--- src/rtl/alu_mp_add_ctrl_pkg.sv ---
// Shared definitions for the multi-precision adder sequencer and its word ALU.
package alu_mp_add_ctrl_pkg;

   localparam int ALU_W = 16;

   typedef enum logic [1:0] {
      IDLE = 2'd0,
      ADD  = 2'd1,
      INC  = 2'd2,
      DONE = 2'd3
   } state_e;

   // Word i of a packed multi-word vector, with the vector given as a 64-bit window.
   function automatic logic [ALU_W-1:0] word_of(input logic [63:0] vec, input int unsigned i);
      return vec[i*ALU_W +: ALU_W];
   endfunction

endpackage

--- src/rtl/alu.sv ---
// Shared 16-bit combinational adder with carry out and per-word flags.
module alu
   import alu_mp_add_ctrl_pkg::*;
(
   input  logic [ALU_W-1:0] x,
   input  logic [ALU_W-1:0] y,
   output logic [ALU_W-1:0] sum,
   output logic             carry,
   output logic             zero,
   output logic             sign,
   output logic             overflow,
   output logic             parity
);

   assign {carry, sum} = {1'b0, x} + {1'b0, y};
   assign zero         = (sum == '0);
   assign sign         = sum[ALU_W-1];
   assign overflow     = (x[ALU_W-1] == y[ALU_W-1]) && (sum[ALU_W-1] != x[ALU_W-1]);
   assign parity       = ~^sum;

endmodule

--- src/rtl/alu_mp_add_ctrl.sv ---
// Multi-precision add sequencer: one 16-bit word per cycle through the shared ALU, LSW first,
// with carries folded in by a second "+1" pass since the ALU has no carry-in.
//
//   state | meaning
//   IDLE  | waiting for start; result/flags hold last values
//   ADD   | word idx: A[idx] + B[idx]
//   INC   | word idx: res[idx] + 1 to apply the carry from word idx-1
//   DONE  | one-cycle done pulse; result and flags valid
module alu_mp_add_ctrl
   import alu_mp_add_ctrl_pkg::*;
#(
   parameter int WORDS = 4
) (
   input  logic                   clk,
   input  logic                   rst_n,
   input  logic                   start,
   input  logic [ALU_W*WORDS-1:0] a,
   input  logic [ALU_W*WORDS-1:0] b,
   output logic                   busy,
   output logic                   done,
   output logic [ALU_W*WORDS-1:0] result,
   output logic                   carry_out,
   output logic                   zero,
   output logic                   sign,
   output logic                   overflow,
   output logic                   parity
);

   localparam int RW    = ALU_W * WORDS;
   localparam int IDX_W = (WORDS > 1) ? $clog2(WORDS) : 1;
   localparam logic [IDX_W-1:0] LAST_IDX = IDX_W'(WORDS - 1);

   state_e           state_q, state_d;
   logic [IDX_W-1:0] idx_q, idx_d;
   logic             cin_q, cin_d;
   logic             c1_q, c1_d;
   logic [RW-1:0]    opa_q, opa_d;
   logic [RW-1:0]    opb_q, opb_d;
   logic [RW-1:0]    res_q, res_d;
   logic             carry_q, carry_d;
   logic             zero_q, zero_d;
   logic             sign_q, sign_d;
   logic             ovf_q, ovf_d;
   logic             par_q, par_d;

   logic [ALU_W-1:0] alu_x, alu_y, alu_sum;
   logic             alu_carry;
   logic [3:0]       alu_flags_unused;

   alu u_alu (
      .x        (alu_x),
      .y        (alu_y),
      .sum      (alu_sum),
      .carry    (alu_carry),
      .zero     (alu_flags_unused[0]),
      .sign     (alu_flags_unused[1]),
      .overflow (alu_flags_unused[2]),
      .parity   (alu_flags_unused[3])
   );

   always_comb begin
      state_d = state_q;
      idx_d   = idx_q;
      cin_d   = cin_q;
      c1_d    = c1_q;
      opa_d   = opa_q;
      opb_d   = opb_q;
      res_d   = res_q;
      carry_d = carry_q;
      zero_d  = zero_q;
      sign_d  = sign_q;
      ovf_d   = ovf_q;
      par_d   = par_q;
      alu_x   = opa_q[idx_q*ALU_W +: ALU_W];
      alu_y   = opb_q[idx_q*ALU_W +: ALU_W];

      case (state_q)
         IDLE, DONE: begin
            if (start) begin
               opa_d   = a;
               opb_d   = b;
               idx_d   = '0;
               cin_d   = 1'b0;
               state_d = ADD;
            end else if (state_q == DONE) begin
               state_d = IDLE;
            end
         end
         ADD: begin
            res_d[idx_q*ALU_W +: ALU_W] = alu_sum;
            c1_d = alu_carry;
            if (!cin_q) begin
               cin_d = alu_carry;
               if (idx_q == LAST_IDX) state_d = DONE;
               else                   idx_d   = idx_q + IDX_W'(1);
            end else begin
               state_d = INC;
            end
         end
         INC: begin
            alu_x = res_q[idx_q*ALU_W +: ALU_W];
            alu_y = ALU_W'(1);
            res_d[idx_q*ALU_W +: ALU_W] = alu_sum;
            // c1 and the +1 carry are mutually exclusive, so OR is the true carry into idx+1
            cin_d = c1_q | alu_carry;
            if (idx_q == LAST_IDX) begin
               state_d = DONE;
            end else begin
               idx_d   = idx_q + IDX_W'(1);
               state_d = ADD;
            end
         end
         default: state_d = IDLE;
      endcase

      // Flags are captured from the completed result on the edge that enters DONE.
      if (state_d == DONE && state_q != DONE) begin
         carry_d = cin_d;
         zero_d  = (res_d == '0);
         sign_d  = res_d[RW-1];
         ovf_d   = (opa_q[RW-1] == opb_q[RW-1]) && (res_d[RW-1] != opa_q[RW-1]);
         par_d   = ~^res_d;
      end
   end

   always_ff @(posedge clk or negedge rst_n) begin
      if (!rst_n) begin
         state_q <= IDLE;
         idx_q   <= '0;
         cin_q   <= 1'b0;
         c1_q    <= 1'b0;
         opa_q   <= '0;
         opb_q   <= '0;
         res_q   <= '0;
         carry_q <= 1'b0;
         zero_q  <= 1'b0;
         sign_q  <= 1'b0;
         ovf_q   <= 1'b0;
         par_q   <= 1'b0;
      end else begin
         state_q <= state_d;
         idx_q   <= idx_d;
         cin_q   <= cin_d;
         c1_q    <= c1_d;
         opa_q   <= opa_d;
         opb_q   <= opb_d;
         res_q   <= res_d;
         carry_q <= carry_d;
         zero_q  <= zero_d;
         sign_q  <= sign_d;
         ovf_q   <= ovf_d;
         par_q   <= par_d;
      end
   end

   assign busy      = (state_q == ADD) || (state_q == INC);
   assign done      = (state_q == DONE);
   assign result    = res_q;
   assign carry_out = carry_q;
   assign zero      = zero_q;
   assign sign      = sign_q;
   assign overflow  = ovf_q;
   assign parity    = par_q;

endmodule

--- config.mk ---
export PLATFORM = sky130hd
export DESIGN_NAME = alu_mp_add_ctrl
export DESIGN_NICKNAME = d
export VERILOG_FILES = /design/src/rtl/alu_mp_add_ctrl_pkg.sv /design/src/rtl/alu.sv /design/src/rtl/alu_mp_add_ctrl.sv
export SDC_FILE = /design/constraint.sdc
export NUM_CORES = 1
export LEC_CHECK = 0
export BUFFER_PORTS_ARGS = -buffer_cell sky130_fd_sc_hd__buf_2
export CAP_MARGIN = 20
export CORE_MARGIN = 2
export CORE_UTILIZATION = 61
export CTS_CLUSTER_DIAMETER = 200
export DETAILED_ROUTE_END_ITERATION = 10
export PLACE_DENSITY = 0.92
export SKIP_LAST_GASP = 1
export SLEW_MARGIN = 20
export SYNTH_ARGS = -nofsm -noshare
export SYNTH_HDL_FRONTEND = slang
export SYNTH_SLANG_ARGS = --single-unit
export TNS_END_PERCENT = 100
--- constraint.sdc ---
create_clock -name clk -period 10.3 [get_ports clk]
set_clock_uncertainty 0.05 [all_clocks]
set_input_delay 0.515 -clock clk [delete_from_list [all_inputs] [get_ports clk]]
set_output_delay 0.515 -clock clk [all_outputs]
set_load 0.005 [all_outputs]
==> results of run 1 <==
sequential cells by signal, indices dropped and copies added, names as in the netlist:
register   flops
zero           1
sign           1
overflow       1
state_q        2
opa_q         64
cin_q          1
carry_out      1
result        64
parity         1
idx_q          2
opb_q         64
c1_q           1
layer usage:
| layer | vias up | global-route usage [%] | wire (um) |
|---|---|---|---|
| li1 | 3443 | - | - |
| met1 | 4041 | 41.2 | 10900 |
| met2 | 482 | 52.7 | 14600 |
| met3 | 118 | 7.12 | 2520 |
| met4 | 0 | 14.2 | 1450 |
| met5 | - | 0 | 0 |
worst max-delay path, stage by stage (launching register included):
cell and delay [ns]:
dfrtp_1 0.41, inv_1 0.10, ha_2 0.61, buf_4 0.54, mux4_2 0.57, nand2_1 0.08
nand2_1 0.08, ha_1 0.25, a21o_1 0.19, a21oi_1 0.29, o221ai_1 0.42, a31oi_1 0.41
o21ai_0 0.16, xor2_1 0.48, a22oi_1 0.18, ha_1 0.40, xor2_1 0.21, xnor2_1 0.13
xnor2_1 0.23, xnor2_1 0.16, xnor2_1 0.16, xnor2_1 0.15, xnor2_1 0.14, o21ai_1 0.07
stage by stage:
step / cells / hold slack (ns)
final: 1283 / 0.0295
after floorplan: 850 / 0.169
after detailed placement: 1241 / 0.424
after global placement: 1241 / 0.408
after CTS: 1281 / 0.0535
after global routing: 1282 / 0.0824
area by class of cell:
type,count,area [um^2]
multi-input combinational,532,5230
sequential,203,5080
fill,1112,4570
timing repair buffer,208,1070
clock buffer,29,597
tap,225,282
inverter,73,274
clock inverter,11,125
antenna,2,5.00
logic make-up (layout without fill, tap and decap cells):
group,Yosys count,in the layout,synth area share (%)
AOI/OAI and AO/OA,118,118,7.89
buffers and inverters,115,321,4.18
other,0,2,0
muxes,180,180,24.0
xor gates and xnor gates,45,45,3.68
adders and majority gates,58,58,6.85
and+or+nand+nor,131,131,5.98
DFF,203,203,47.5
worst min-delay path by stage:
stage | from | to | cells after the start
6_report | rst_n | opb_q[12]$_DFFE_PN0P_ | 1
3_3_place_gp | sign$_DFFE_PN0P_ | sign$_DFFE_PN0P_ | 2
4_1_cts | rst_n | opb_q[24]$_DFFE_PN0P_ | 1
3_5_place_dp | sign$_DFFE_PN0P_ | sign$_DFFE_PN0P_ | 2
2_1_floorplan | rst_n | c1_q$_DFFE_PN0P_ | 0
5_1_grt | rst_n | opb_q[33]$_DFFE_PN0P_ | 1
placed cells by master, fill, tap and decap left out, types with 16 or more instances in the layout:
master,count
nand2_1,72
clkbuf_16,22
a22oi_1,63
mux2_2,129
buf_2,200
ha_1,56
xnor2_1,36
a21oi_1,19
mux4_2,48
dfrtp_1,202
inv_1,69
nor2b_1,16
==> run metrics, run 1 <==
Slew Viols, Final=0; reg2reg start=state_q[0]$_DFF_PN0_; Crit. End Element=flip-flop; share of the synthesized area in the top cell type=47.5%; Layout Nets=1229; row cnt=48; clk_lat worst skew=0.52 ns; Reg2Reg Depth=23; total core area=17200 um^2; required time worst endpoint=10.63 ns; Setup WS post-layout=around 3.7 ns; final WL=29500 um; Layout Utilization=about 73%; CTS tree=built; Fin Setup TNS=0 ns; HPWL after DPL=20800 um; ys async rst share=100%; GRT Overall Usage=about a third; Design Area, Final=12700 um^2; initial antenna violation count=1; number of synthesized flops with an enable pin=0; Clock Tree Root=clkbuf_16; Die H=136 um; Worst-Margin Slew=~1.1 ns; layout cells sized above 1=approximately 41%; Pre-antenna DRT Iters=6; Die X=136 um; Seq cells post-synth=just over 200; Syn Nets=around 1000; # DRC=0; Fin. Hold Viols=0; average wire per standard cell=about 23 um; post-synthesis sequential area ratio=47.5%; Syn Inst Count=850; Startpoint Class=flip-flop; crit path to=parity$_DFFE_PN0P_; Max Fanout on Critical Path=28; top-count cell post-synth=dfrtp_1; Synth area leaders=dfrtp_1 47%, mux2_2 14%, mux4_2 10%; CTS-repair resized insts=0; Critical path origin=state_q[0]$_DFF_PN0_; Final Cycle Share=64.4%; Worst Setup Path Type=reg -> reg; RSZ-0062 raised after global routing=false; H-tree Lvls=1; Final setup viols=0; Clock transition at path regs=0.06 ns; synth unique cells=55; Max Clk Rate=around 0.15 GHz; Port Buffers=~200; ANT nets after route=0; placed cell area=about 12000 um^2; first-pass GRT wire length=45500 um; vias in the first global route=8389; DR vias/cell=6.30; Max Root-Sink Buffers=3; Synth area leader=dfrtp_1; post-CTS setup buffer count=0; Final Critical Period=6.63 ns; TritonCTS buffer count=22; reg2reg setup slack=~3.7 ns; Mean Syn Cell Area=12.6 um^2; most frequent cells after synthesis=203 x dfrtp_1, 129 x mux2_2, 73 x nand2_1; Yosys warnings=0; WP data arrival=6.96 ns; I/O Pins=202; R2R Path End=parity$_DFFE_PN0P_; area delta synth->final=18.3%; largest net degree at the start of global routing=89; HP Class=in -> async; Final Wtd Congestion=0.977; vias=~8000; initial drt markers=593; Initial Utilization=62.1%; clk sinks=approximately 200; pre-CTS WS=3.92 ns; CTS Hold Buffers Added=0; Worst slew margin=25.8%; Cell Area, Synth=10700 um^2; global route overflow=0; max cap viols=0; status=finished clean; die area=18600 um^2; Main synth FF type=dfrtp_1
Power of run 1 is left out: the tool's default activity adds up to more than one toggle a clock period on the data nets, which glitch-free logic cannot reach.
==> run 2, diff against run 1 <==
ABC_AREA = 1   (was default)
CORE_UTILIZATION = 51   (was 61)
PLACE_DENSITY = 0.82   (was 0.92)
clock period = 5.6 ns   (was 10.3 ns; I/O delays follow)
==> run 2 against run 1 <==
Against the previous run:
- setup slack worse by 3.3 ns
- worst hold slack better by 0.11 ns
- sequential share of layout area fell by 5.5 points
- cell area rose by 16%
- critical path type unchanged
- synthesized area up 5.7%
==> run metrics, run 2 <==
status=finished clean; Setup WS post-layout=~0.37 ns; max cap viols=0; Reg2Reg Depth=31; Mean Syn Cell Area=9.20 um^2; Final Critical Period=5.23 ns; most common cell after layout, fill and taps aside=dfrtp_1; vias in the first global route=10700; Fin. Hold Viols=0; Final Cycle Share=between 90% and 100%; Fin Setup TNS=0 ns; XOR/XNOR Fraction of Synth Area=about 3.4%; Crit path depth=31; Worst-Margin Slew=around 1.1 ns; Pre-antenna DRT Iters=7; first-pass GRT wire length=60200 um; Worst slew margin=roughly 28%; reg2reg start=state_q[0]$_DFF_PN0_; Clock transition at path regs=0.06 ns; CTS tree=built; largest family of logic cells by synthesized area=compound AO/OA/AOI/OAI gates; ys async rst share=100%; Buffers & Inverters on Critical Path=4; Clock Tree Root=clkbuf_16; hold path startpoint=start; RSZ-0062 raised after global routing=false; Final Wtd Congestion=1.05; required time worst endpoint=5.97 ns; DR vias/cell=5.75; Initial Utilization=51.8%; share of the synthesized area in the top cell type=between 40 and 50%; Slew Viols, Final=0; post-CTS setup buffer count=0; Die H=about 150 um; GRT Overall Usage=33.0%; I/O Pins=202; initial drt markers=between 1000 and 1500; number of synthesized flops with an enable pin=0; average wire per standard cell=21.6 um; Cell Area, Synth=roughly 11000 um^2; Crit. End Element=flip-flop; commonest non-fill, non-tap cells in the layout=202 x dfrtp_1, 200 x buf_2, 169 x inv_1; Max Fanout on Critical Path=32; placed cell area=12600 um^2; final WL=39600 um; total core area=about 22000 um^2; post-synthesis simple-gate area fraction=10.8%; HPWL after DPL=26000 um; row cnt=54; global route overflow=0; Synth Area in Compound Gates=between 10% and 20%; Port Buffers=201; synth unique cells=43; most frequent cells after synthesis=203 x dfrtp_1, 169 x inv_1, 126 x mux2_2, 126 x nand2_1, 106 x nor2_1; H-tree Lvls=1; Startpoint Class=flip-flop; Final setup viols=0; Yosys warnings=0; largest net degree at the start of global routing=between 80 and 90; Layout Nets=between 1500 and 2000; clk_lat worst skew=between 0.5 and 0.6 ns; most used cell, CP=nand2_1; Die X=153 um; Synth area leaders=dfrtp_1 45%, mux2_2 13%, ha_1 6.3%; Synth Area in Adders=6.48%; Max Clk Rate=0.191 GHz; HP Class=in -> reg; hold depth=4; pre-CTS WS=0.550 ns; vias=10600; slowest CP cell=dfrtp_1; ANT nets after route=0; Max Root-Sink Buffers=3; top-count cell post-synth=dfrtp_1; # DRC=0; area delta synth->final=29.7%; multiplexer share of the synthesized area=12.5%; TritonCTS buffer count=23; Worst Setup Path Type=reg -> reg; critical path's top delay family=adder cells; Seq cells post-synth=203; Syn Inst Count=1229; Design Area, Final=14700 um^2; Syn Nets=roughly 1400; antenna diode count=0; WP data arrival=5.60 ns; # fillers=1687; Worst path max stage delay=0.42 ns; Synth area leader=dfrtp_1; Main synth FF type=dfrtp_1; Critical path origin=state_q[0]$_DFF_PN0_; clk sinks=a little over 200; layout cells sized above 1=between 20% and 30%; initial antenna violation count=0; post-synthesis sequential area ratio=44.9%; die area=23400 um^2
[run 2: per-stage QoR]
step | util (%) | hold WS [ns] | instances
after global routing | 67.2 | 0.166 | 1837
final | 67.2 | 0.138 | 1837
after CTS | 67.2 | 0.127 | 1837
after floorplan | - | -0.0656 | 1229
after global placement | 57.8 | 0.329 | 1667
after detailed placement | 57.8 | 0.336 | 1667
[run 2: final timing paths]
check                                              to  slack (ns)
min in group asynchronous       opa_q[20]$_DFFE_PN0P_        0.33
worst max register to register     parity$_DFFE_PN0P_        0.37
worst min register to register  carry_out$_DFFE_PN0P_        0.44
worst min-delay path                  cin_q$_DFF_PN0_        0.14
max in group asynchronous       opa_q[46]$_DFFE_PN0P_        3.79
worst max-delay path               parity$_DFFE_PN0P_        0.37
[run 2: final cells by class]
| type | instances | area (um^2) | area share (%) |
|---|---|---|---|
| Multi-Input combinational cell | 789 | 5330 | 36.3 |
| Tap cell | 280 | 350 | 2.39 |
| Sequential cell | 203 | 5080 | 34.6 |
| Timing Repair Buffer | 348 | 2480 | 16.9 |
| Inverter | 176 | 661 | 4.50 |
| Clock inverter | 10 | 136 | 0.930 |
| Clock buffer | 31 | 636 | 4.33 |
[run 2: repair_timing]
item                                   CTS  global route
endpoints found under the hold margin  213             0
resized for setup                        0             1
setup endpoints to repair                0             1
hold buffers                           129             0
[run 2: worst register-to-register path: cells and delay by family (launching register included)]
kind | cells | cell delay, ns
buffers and inverters | 4 | 0.59
xor gates and xnor gates | 4 | 0.89
and+or+nand+nor | 13 | 1.17
AOI/OAI and AO/OA | 6 | 0.85
adders and majority gates | 4 | 1.17
DFF | 1 | 0.42
[run 2: cells by family (layout without fill, tap and decap cells)]
group | after synthesis | in the layout
XOR/XNOR | 43 | 43
multiplexers | 126 | 126
flip-flops | 203 | 203
adder cells (fa/ha/maj) | 58 | 58
AO/OA/AOI/OAI | 273 | 273
AND/OR/NAND/NOR | 289 | 289
buffers and inverters | 237 | 565
[run 2: metal layers]
layer / up-vias / part of all wire [%] / wire length, um / global-route usage [%]
met3: 121 / 9.3 / 3660 / 5.64
met5: - / 0 / 0 / 0
met2: 603 / 47 / 18700 / 53.9
met1: 5115 / 39 / 15400 / 43.9
met4: 0 / 4.6 / 1820 / 13.5
li1: 4717 / - / - / -
Power of run 2 is left out for the same reason.
==> run 3, diff against run 2 <==
CORE_ASPECT_RATIO = 1.1   (was default)
==> run 3 against run 2 <==
Against the previous run:
- flip-flop and latch count is the same
- utilization is 0.076 points higher
- non-clock buffer count up 8
- sequential share of layout area fell by 0.26 points
- die area hardly changed
- critical path type unchanged
- register-to-register slack barely moved
- via count decreased by 0.10%
==> run metrics, run 3 (same netlist as run 2, synthesis figures left out) <==
Fin. Hold Viols=0; slowest CP cell=dfrtp_1; Final Wtd Congestion=1.07; clk_lat worst skew=0.52 ns; first-pass GRT wire length=60500 um; DR vias/cell=5.67; global route overflow=0; initial antenna violation count=1; commonest non-fill, non-tap cells in the layout=202 x dfrtp_1, 200 x buf_2, 168 x inv_1; Buffers & Inverters on Critical Path=5; hold path startpoint=start; TritonCTS buffer count=22; Worst slew margin=46.1%; Max Root-Sink Buffers=3; Port Buffers=approximately 200; final WL=around 40000 um; final cell count without fillers=1860; largest net degree at the start of global routing=94; CTS tree=built; Layout Nets=1737; HP Class=in -> reg; Cells after DPL=approximately 1700; Slew Viols, Final=0; Die H=between 150 and 200 um; Startpoint Class=flip-flop; vias=10500; Hold Slack=roughly 0.16 ns; reg2reg start=state_q[0]$_DFF_PN0_; Critical path origin=state_q[0]$_DFF_PN0_; Worst path max stage delay=0.41 ns; Worst Setup Path Type=reg -> reg; initial drt markers=1064; total core area=22000 um^2; Initial Utilization=51.5%; die area=between 20000 and 25000 um^2; average wire per standard cell=roughly 21 um; Final setup viols=0; max cap viols=0; pre-CTS WS=0.401 ns; Max Clk Rate=0.191 GHz; WP data arrival=5.59 ns; critical path's top delay family=simple AND/OR/NAND/NOR gates; area delta synth->final=30.7%; Crit. End Element=flip-flop; Die X=146 um; I/O Pins=approximately 200; clk sinks=between 200 and 250; Max Fanout on Critical Path=88; most common cell after layout, fill and taps aside=dfrtp_1; H-tree Lvls=1; ANT nets after route=0; required time worst endpoint=5.96 ns; Final Cycle Share=93.4%; Layout Utilization=67.3%; most used cell, CP=nand2_1; GRT Overall Usage=~34%; Setup WS post-layout=0.371 ns; status=finished clean; HPWL after DPL=roughly 27000 um; layout cells sized above 1=between 20% and 30%; Worst-Margin Slew=0.808 ns; Final Critical Period=about 5.2 ns; # DRC=0; Pre-antenna DRT Iters=7; vias in the first global route=10600; row cnt=57; Clock transition at path regs=about 0.070 ns; Clock Tree Root=clkbuf_16
==> run 3: metal layers <==
layer / global-route usage (%) / wire length (um)
met1: 43.6 / 15500
met2: 57.0 / 19500
met3: 4.69 / 3370
met4: 13.0 / 1590
met5: 0 / 0
==> run 3: metrics by stage <==
| stage | cell area [um^2] | setup TNS [ns] |
|---|---|---|
| 2_1_floorplan | 11300 | 0 |
| 3_3_place_gp | 12700 | 0 |
| 3_5_place_dp | 12700 | 0 |
| 4_1_cts | 14700 | 0 |
| 5_1_grt | 14800 | -0.000445 |
| 6_report | 14800 | 0 |
==> run 3: area by class of cell <==
type | count | area [um^2]
fillers | 1703 | 7180
multi-input cells | 789 | 5380
flip-flops and latches | 203 | 5080
repair buffers | 356 | 2550
clock buffers | 34 | 677
inverters | 176 | 664
well taps | 295 | 369
clock inverters | 5 | 52.6
diodes | 2 | 5.00
==> run 3: worst min-delay path, cell delays in order <==
cell,delay [ns]
buf_2,0.12
nor2_1,0.07
nand2_1,0.05
o221ai_1,0.13
==> run 3: worst paths after layout <==
path,endpoint,cells after the start,slack (ns)
worst max register to register,parity$_DFFE_PN0P_,30,0.37
min in group asynchronous,opa_q[58]$_DFFE_PN0P_,2,0.36
max in group asynchronous,idx_q[0]$_DFFE_PN0P_,3,3.82
worst min register to register,carry_out$_DFFE_PN0P_,2,0.43
worst max-delay path,parity$_DFFE_PN0P_,30,0.37
worst min-delay path,state_q[1]$_DFF_PN0_,4,0.16
==> run 3: timing repair <==
item,in CTS,in global routing
hold buffers,129,0
setup buffers,0,4
endpoints found under the hold margin,215,0
gates resized for setup,0,11
endpoints found under the setup margin,0,1
Power of run 3 is left out for the same reason.
